==> config.mk <==
export PLATFORM = sky130hd
export DESIGN_NAME = ctrl_multiciclo
export DESIGN_NICKNAME = d
export VERILOG_FILES = /design/src/rtl/ctrl_multiciclo.sv
export SDC_FILE = /design/constraint.sdc
export NUM_CORES = 1
export LEC_CHECK = 0
export ABC_AREA = 0
export CORE_ASPECT_RATIO = 1.5
export CORE_MARGIN = 8
export CORE_UTILIZATION = 25
export CTS_CLUSTER_DIAMETER = 80
export CTS_CLUSTER_SIZE = 12
export DETAILED_ROUTE_END_ITERATION = 6
export DONT_BUFFER_PORTS = 1
export SYNTH_ARGS = -nofsm -noshare
export SYNTH_HDL_FRONTEND = slang
export SYNTH_SLANG_ARGS = --single-unit
==> constraint.sdc <==
create_clock -name clk -period 3.1 [get_ports clk]
set_clock_uncertainty 0.15 [all_clocks]
set_input_delay 0.62 -clock clk [delete_from_list [all_inputs] [get_ports clk]]
set_output_delay 0.62 -clock clk [all_outputs]
set_load 0.02 [all_outputs]
==> src/rtl/ctrl_multiciclo.sv <==
`default_nettype none
// ============================================================================
// Module      : ctrl_multiciclo
// Description : Multi-cycle control FSM for the 26-bit core. Sequences
//               instruction fetch, decode, ALU execute, data memory access,
//               register writeback and PC update. Also hosts a memory-wait
//               watchdog and a retired-instruction counter.
// Ports       : clk, rst_n          clock, async active-low reset
//               start_i             leave IDLE/HALTED and begin fetching
//               opcode_i[5:0]       decoded opcode (valid from EXEC onward)
//               flag_z_i, flag_n_i  ALU compare flags
//               imem_req_o / imem_ready_i         instruction fetch handshake
//               dmem_req_o, dmem_we_o / dmem_ready_i  data access handshake
//               ir_we_o, dec_en_o, alu_src_imm_o, alu_op_o, reg_we_o,
//               wb_sel_mem_o, pc_we_o, pc_src_o   datapath controls
//               busy_o, halted_o, err_o, retired_cnt_o  status
// Revision    : 1.0 - initial release
// ============================================================================
module ctrl_multiciclo #(
  parameter int CNT_W    = 16,
  parameter int WAIT_MAX = 255
) (
  input  logic             clk,
  input  logic             rst_n,
  input  logic             start_i,
  input  logic [5:0]       opcode_i,
  input  logic             flag_z_i,
  input  logic             flag_n_i,
  output logic             imem_req_o,
  input  logic             imem_ready_i,
  output logic             dmem_req_o,
  output logic             dmem_we_o,
  input  logic             dmem_ready_i,
  output logic             ir_we_o,
  output logic             dec_en_o,
  output logic             alu_src_imm_o,
  output logic [2:0]       alu_op_o,
  output logic             reg_we_o,
  output logic             wb_sel_mem_o,
  output logic             pc_we_o,
  output logic [1:0]       pc_src_o,
  output logic             busy_o,
  output logic             halted_o,
  output logic             err_o,
  output logic [CNT_W-1:0] retired_cnt_o
);

  localparam int              WAIT_W      = $clog2(WAIT_MAX + 1);
  // Value of the wait counter during the last permitted not-ready cycle.
  localparam logic [WAIT_W-1:0] C_WAIT_LAST = WAIT_W'(WAIT_MAX - 1);
  localparam logic [5:0]      C_OP_HALT   = 6'b111111;
  localparam logic [1:0]      C_CLS_MEM   = 2'b10;
  localparam logic [1:0]      C_CLS_BR    = 2'b11;

  typedef enum logic [3:0] {
    S_IDLE   = 4'd0,
    S_FETCH  = 4'd1,
    S_DECODE = 4'd2,
    S_EXEC   = 4'd3,
    S_MEM    = 4'd4,
    S_WB     = 4'd5,
    S_BR     = 4'd6,
    S_HALTED = 4'd7,
    S_ERROR  = 4'd8
  } state_e;

  state_e             state_q, state_d;
  logic [WAIT_W-1:0]  wait_q,  wait_d;
  logic [CNT_W-1:0]   retired_q, retired_d;
  logic               retire;
  logic               br_taken;
  logic [1:0]         op_cls;

  assign op_cls = opcode_i[5:4];

  // Compare-branch condition selected by subop; subops 1xx never branch.
  always_comb begin
    br_taken = 1'b0;
    case (opcode_i[2:0])
      3'b000:  br_taken =  flag_z_i;
      3'b001:  br_taken = ~flag_z_i;
      3'b010:  br_taken =  flag_n_i;
      3'b011:  br_taken = ~flag_n_i;
      default: br_taken = 1'b0;
    endcase
  end

  always_comb begin
    state_d       = state_q;
    retire        = 1'b0;
    imem_req_o    = 1'b0;
    dmem_req_o    = 1'b0;
    dmem_we_o     = 1'b0;
    ir_we_o       = 1'b0;
    dec_en_o      = 1'b0;
    alu_src_imm_o = 1'b0;
    alu_op_o      = 3'b000;
    reg_we_o      = 1'b0;
    wb_sel_mem_o  = 1'b0;
    pc_we_o       = 1'b0;
    pc_src_o      = 2'b00;
    halted_o      = 1'b0;
    err_o         = 1'b0;

    case (state_q)
      S_IDLE: begin
        if (start_i) state_d = S_FETCH;
      end
      S_FETCH: begin
        imem_req_o = 1'b1;
        if (imem_ready_i) begin
          // PC+1 is written in the same cycle the word is captured.
          ir_we_o  = 1'b1;
          pc_we_o  = 1'b1;
          pc_src_o = 2'b00;
          state_d  = S_DECODE;
        end else if (wait_q == C_WAIT_LAST) begin
          state_d = S_ERROR;
        end
      end
      S_DECODE: begin
        dec_en_o = 1'b1;
        state_d  = S_EXEC;
      end
      S_EXEC: begin
        alu_src_imm_o = (op_cls != C_CLS_BR) & opcode_i[3];
        if (opcode_i == C_OP_HALT) begin
          retire  = 1'b1;
          state_d = S_HALTED;
        end else begin
          case (op_cls)
            2'b00, 2'b01: begin
              alu_op_o = opcode_i[2:0];
              state_d  = S_WB;
            end
            C_CLS_MEM: begin
              alu_op_o = 3'b000;  // address = rn + imm10
              state_d  = S_MEM;
            end
            default: begin
              alu_op_o = opcode_i[3] ? 3'b000 : 3'b001;
              state_d  = S_BR;
            end
          endcase
        end
      end
      S_MEM: begin
        dmem_req_o = 1'b1;
        dmem_we_o  = opcode_i[0];
        if (dmem_ready_i) begin
          if (opcode_i[0]) begin
            retire  = 1'b1;
            state_d = S_FETCH;
          end else begin
            state_d = S_WB;
          end
        end else if (wait_q == C_WAIT_LAST) begin
          state_d = S_ERROR;
        end
      end
      S_WB: begin
        reg_we_o     = 1'b1;
        wb_sel_mem_o = (op_cls == C_CLS_MEM);
        retire       = 1'b1;
        state_d      = S_FETCH;
      end
      S_BR: begin
        if (opcode_i[3]) begin
          pc_we_o  = 1'b1;
          pc_src_o = 2'b10;
        end else if (br_taken) begin
          pc_we_o  = 1'b1;
          pc_src_o = 2'b01;
        end
        retire  = 1'b1;
        state_d = S_FETCH;
      end
      S_HALTED: begin
        halted_o = 1'b1;
        if (start_i) state_d = S_FETCH;
      end
      S_ERROR: begin
        err_o = 1'b1;
      end
      default: begin
        state_d = S_IDLE;
      end
    endcase
  end

  // The wait counter only survives while sitting in the same wait state with
  // ready low; any other cycle leaves it at zero, so every entry into FETCH or
  // MEM starts from a cleared count.
  always_comb begin
    wait_d = '0;
    if (((state_q == S_FETCH) && !imem_ready_i && (state_d == S_FETCH)) ||
        ((state_q == S_MEM)   && !dmem_ready_i && (state_d == S_MEM))) begin
      wait_d = wait_q + 1'b1;
    end
  end

  assign retired_d = retired_q + {{(CNT_W-1){1'b0}}, retire};

  always_ff @(posedge clk or negedge rst_n) begin
    if (!rst_n) begin
      state_q   <= S_IDLE;
      wait_q    <= '0;
      retired_q <= '0;
    end else begin
      state_q   <= state_d;
      wait_q    <= wait_d;
      retired_q <= retired_d;
    end
  end

  assign busy_o        = (state_q != S_IDLE) && (state_q != S_HALTED) &&
                         (state_q != S_ERROR);
  assign retired_cnt_o = retired_q;

endmodule
`default_nettype wire

==> results of run 1 <==
==> cells in the final DEF, fill, tap and decap left out, types with 2 or more instances in the layout <==
master	n
mux2i_1	2
a21oi_1	6
nor2_1	10
nand3_1	7
nor3b_1	7
buf_4	7
clkbuf_8	3
a31oi_1	2
ha_1	4
a211oi_1	2
nor4_1	6
dfrtp_1	28
nand2b_1	3
nand2_1	12
o31ai_1	3
xor2_1	12
nor3_1	9
xnor2_1	4
nand4_1	4
nor4b_2	2
inv_1	7
nor2b_1	3
and3b_1	2
o21ai_0	3
and2_1	5
==> cells by family (layout without fill, tap and decap cells) <==
group | count (synthesis) | after routing | share of synthesized area [%]
compound gates | 28 | 28 | 12.0
fa+ha+maj | 4 | 4 | 3.09
xor+xnor | 16 | 16 | 8.64
mux | 2 | 2 | 1.23
buf+inv | 12 | 19 | 3.09
simple gates | 77 | 77 | 28.7
flops | 28 | 28 | 43.2
==> area by class of cell <==
cell class / instances / share of cell area [%]
Timing Repair Buffer: 8 / 3.95
Tap cell: 76 / 5.18
Multi-Input combinational cell: 127 / 47.4
Inverter: 7 / 1.43
Sequential cell: 28 / 38.1
Clock inverter: 1 / 1.63
Clock buffer: 3 / 2.25
==> sequential cells by signal (all words and copies together) (netlist names) <==
name / cells
state_q: 4
wait_q: 8
retired_cnt_o: 16
==> stage by stage <==
step                      std cells  hold slack (ps)  util (%)
after CTS                       250             3.78      28.7
final                           250            -1.49      28.7
after floorplan                 167              174         -
after detailed placement        245              175      27.3
after global placement          245              176      27.3
after global routing            250             2.60      28.7
==> report_power, final <==
part | switching, mW | total (mW) | internal, mW
clock network | 0.111 | 0.284 | 0.173
logic | 0.209 | 0.374 | 0.165
registers | 0.158 | 0.574 | 0.417
total | 0.478 | 1.23 | 0.754
==> final timing paths <==
kind / to / slack [ps] / start / depth (start not counted)
max: alu_op_o[0] / 440 / state_q[1] / 3
min: wait_q[5] / -1 / rst_n / 1
max reg2reg: retired_cnt_o[14] / 510 / state_q[2] / 7
min reg2reg: wait_q[7] / 430 / wait_q[7] / 2
max in group asynchronous: retired_cnt_o[3] / 2640 / rst_n / 1
min in group clk: state_q[2] / 370 / start_i / 2
==> routing by layer <==
| metal | track usage (%) | wire length (µm) | vias up |
|---|---|---|---|
| li1 | - | - | 627 |
| met1 | 8.97 | 1510 | 603 |
| met2 | 14.2 | 1890 | 35 |
| met3 | 3.14 | 457 | 2 |
| met4 | 2.82 | 33 | 0 |
| met5 | 0 | 0 | - |
==> load_flow_metrics.sql, run 1 <==
INSERT INTO impl_metrics (metric_group, metric, value, unit) VALUES
('run_status', 'run_status', 'finished with violations', ''),
('run_status', 'violated_checks', 'negative hold slack', ''),
('setup_path', 'startpoint_type', 'register', ''),
('cells_and_area', 'n_fill_cell', '683', ''),
('yosys', 'synth_nets', '184', ''),
('yosys', 'yosys_register_bits', '28', ''),
('power', 'total_power', '1.23', 'mW'),
('routing', 'detailedRoute.firstIterationViolations', '30', ''),
('routing', 'drt_pre_antenna_iters', '4', ''),
('sta', 'relative_max_transition_margin', '50.7', '%'),
('sta', 'period_minus_slack', '2660', 'ps'),
('yosys', 'synth_cells', '167', ''),
('die', 'placeableCoreArea', '0.00640', 'mm²'),
('cts', 'cts_hold_repair.buffers', '1', ''),
('cells_and_area', 'antenna_cells_inserted', '0', ''),
('cells_and_area', 'layout-drive-gt1-share', '10.9', '%'),
('sta', 'tightest_slew', '734', 'ps'),
('yosys', 'ys_warn_count', '0', ''),
('cts', 'cts_buffers', '3', ''),
('setup_path', 'cp.required', '2330', 'ps'),
('cells_and_area', 'fin_nets', '192', ''),
('placed_design', 'pre_cts_slack', '516', 'ps'),
('sta', 'max_clock_freq', '376', 'MHz'),
('routing', 'detailroute.via_count', '1267', ''),
('yosys', 'synth.most_common_cell', 'dfrtp_1', ''),
('cells_and_area', 'seq_area', '701', 'µm²'),
('cells_and_area', 'area.growth.synth_to_final', '13.3', '%'),
('grt', 'antenna_found_initial', '0', ''),
('setup_path', 'timing.critical_path.arrival', '1890', 'ps'),
('die', 'top_level_ports', '46', ''),
('setup_path', 'worst-path-max-fanout', '15', ''),
('sta', 'rsz0062_at_grt', 'false', ''),
('yosys', 'synth_top_area_share', '43.2', '%'),
('cts', 'clock-sinks', '28', ''),
('routing', 'routed_via_density', '5.07', ''),
('yosys', 'synth_ff_type', 'dfrtp_1', ''),
('power', 'power.static_leakage', '0.804', 'nW'),
('die', 'die-area', '0.00937', 'mm²'),
('yosys', 'postSynthAreaPerCell', '9.71', 'µm²'),
('setup_path', 'cpLargestDelayFamily', 'flip-flops', ''),
('sta', 'hold_viol_final', '1', ''),
('run', 'maxCapViolations', '0', ''),
('sta', 'fin_worst_hold_slack', '-1.49', 'ps'),
('die', 'die_width', '81.8', 'µm'),
('yosys', 'synth_seq_area_share', '43.2', '%'),
('grt', 'grt_max_degree', '29', ''),
('setup_path', 'setup_crit_end_kind', 'output pin', ''),
('yosys', 'postSynth.asyncResetShare', '100', '%'),
('setup_path', 'crit_path_cell_trace', 'nand2_1 -> or3_1 -> a21oi_1', ''),
('cts', 'tritoncts', 'built', ''),
('yosys', 'syn_area', '0.00162', 'mm²'),
('cells_and_area', 'multi_input_area', '871', 'µm²'),
('routing', 'routedWlPerCell', '15.6', 'µm'),
('grt', 'aggregate_global_route_resource_usage', '8.30', '%'),
('sta', 'timing.final.max_slew_violations', '0', ''),
('routing', 'final_antenna_net_count', '0', ''),
('cts', 'cts_post_setup_buffers_inserted', '0', ''),
('grt', 'grt_pass1_vias', '1294', ''),
('yosys', 'synth_edf_count', '0', ''),
('cts', 'clock_tree.buffer_depth', '2', ''),
('setup_path', 'cpMaxStageDelayCell', 'dfrtp_1', ''),
('sta', 'layout_setup_ws', '443', 'ps'),
('sta', 'tns', '0', 'ps'),
('cts', 'worstSkewPairLatency', '270', 'ps'),
('setup_path', 'worst-setup-path-type', 'register to output pin', ''),
('placed_design', 'placed_area', '0.00175', 'mm²'),
('grt', 'wire_length_of_the_first_global_routing_pass', '6260', 'µm'),
('placed_design', 'io_buffers', '0', ''),
('routing', 'drt_wl_total', '3900', 'µm'),
('yosys', 'synthDistinctLibCells', '44', ''),
('die', 'placementRows', '36', '');
No activity file was read; power rests on OpenSTA's default activity.
==> inputs of run 2 (changes only) <==
--- a/config.mk
+++ b/config.mk
@@ -6,6 +6,7 @@
 export NUM_CORES = 1
 export LEC_CHECK = 0
 export ABC_AREA = 0
+export CAP_MARGIN = 20
 export CORE_ASPECT_RATIO = 1.5
 export CORE_MARGIN = 8
 export CORE_UTILIZATION = 25
==> results of run 2 <==
No change in the layout: final DEF, timing and power equal those of run 1.
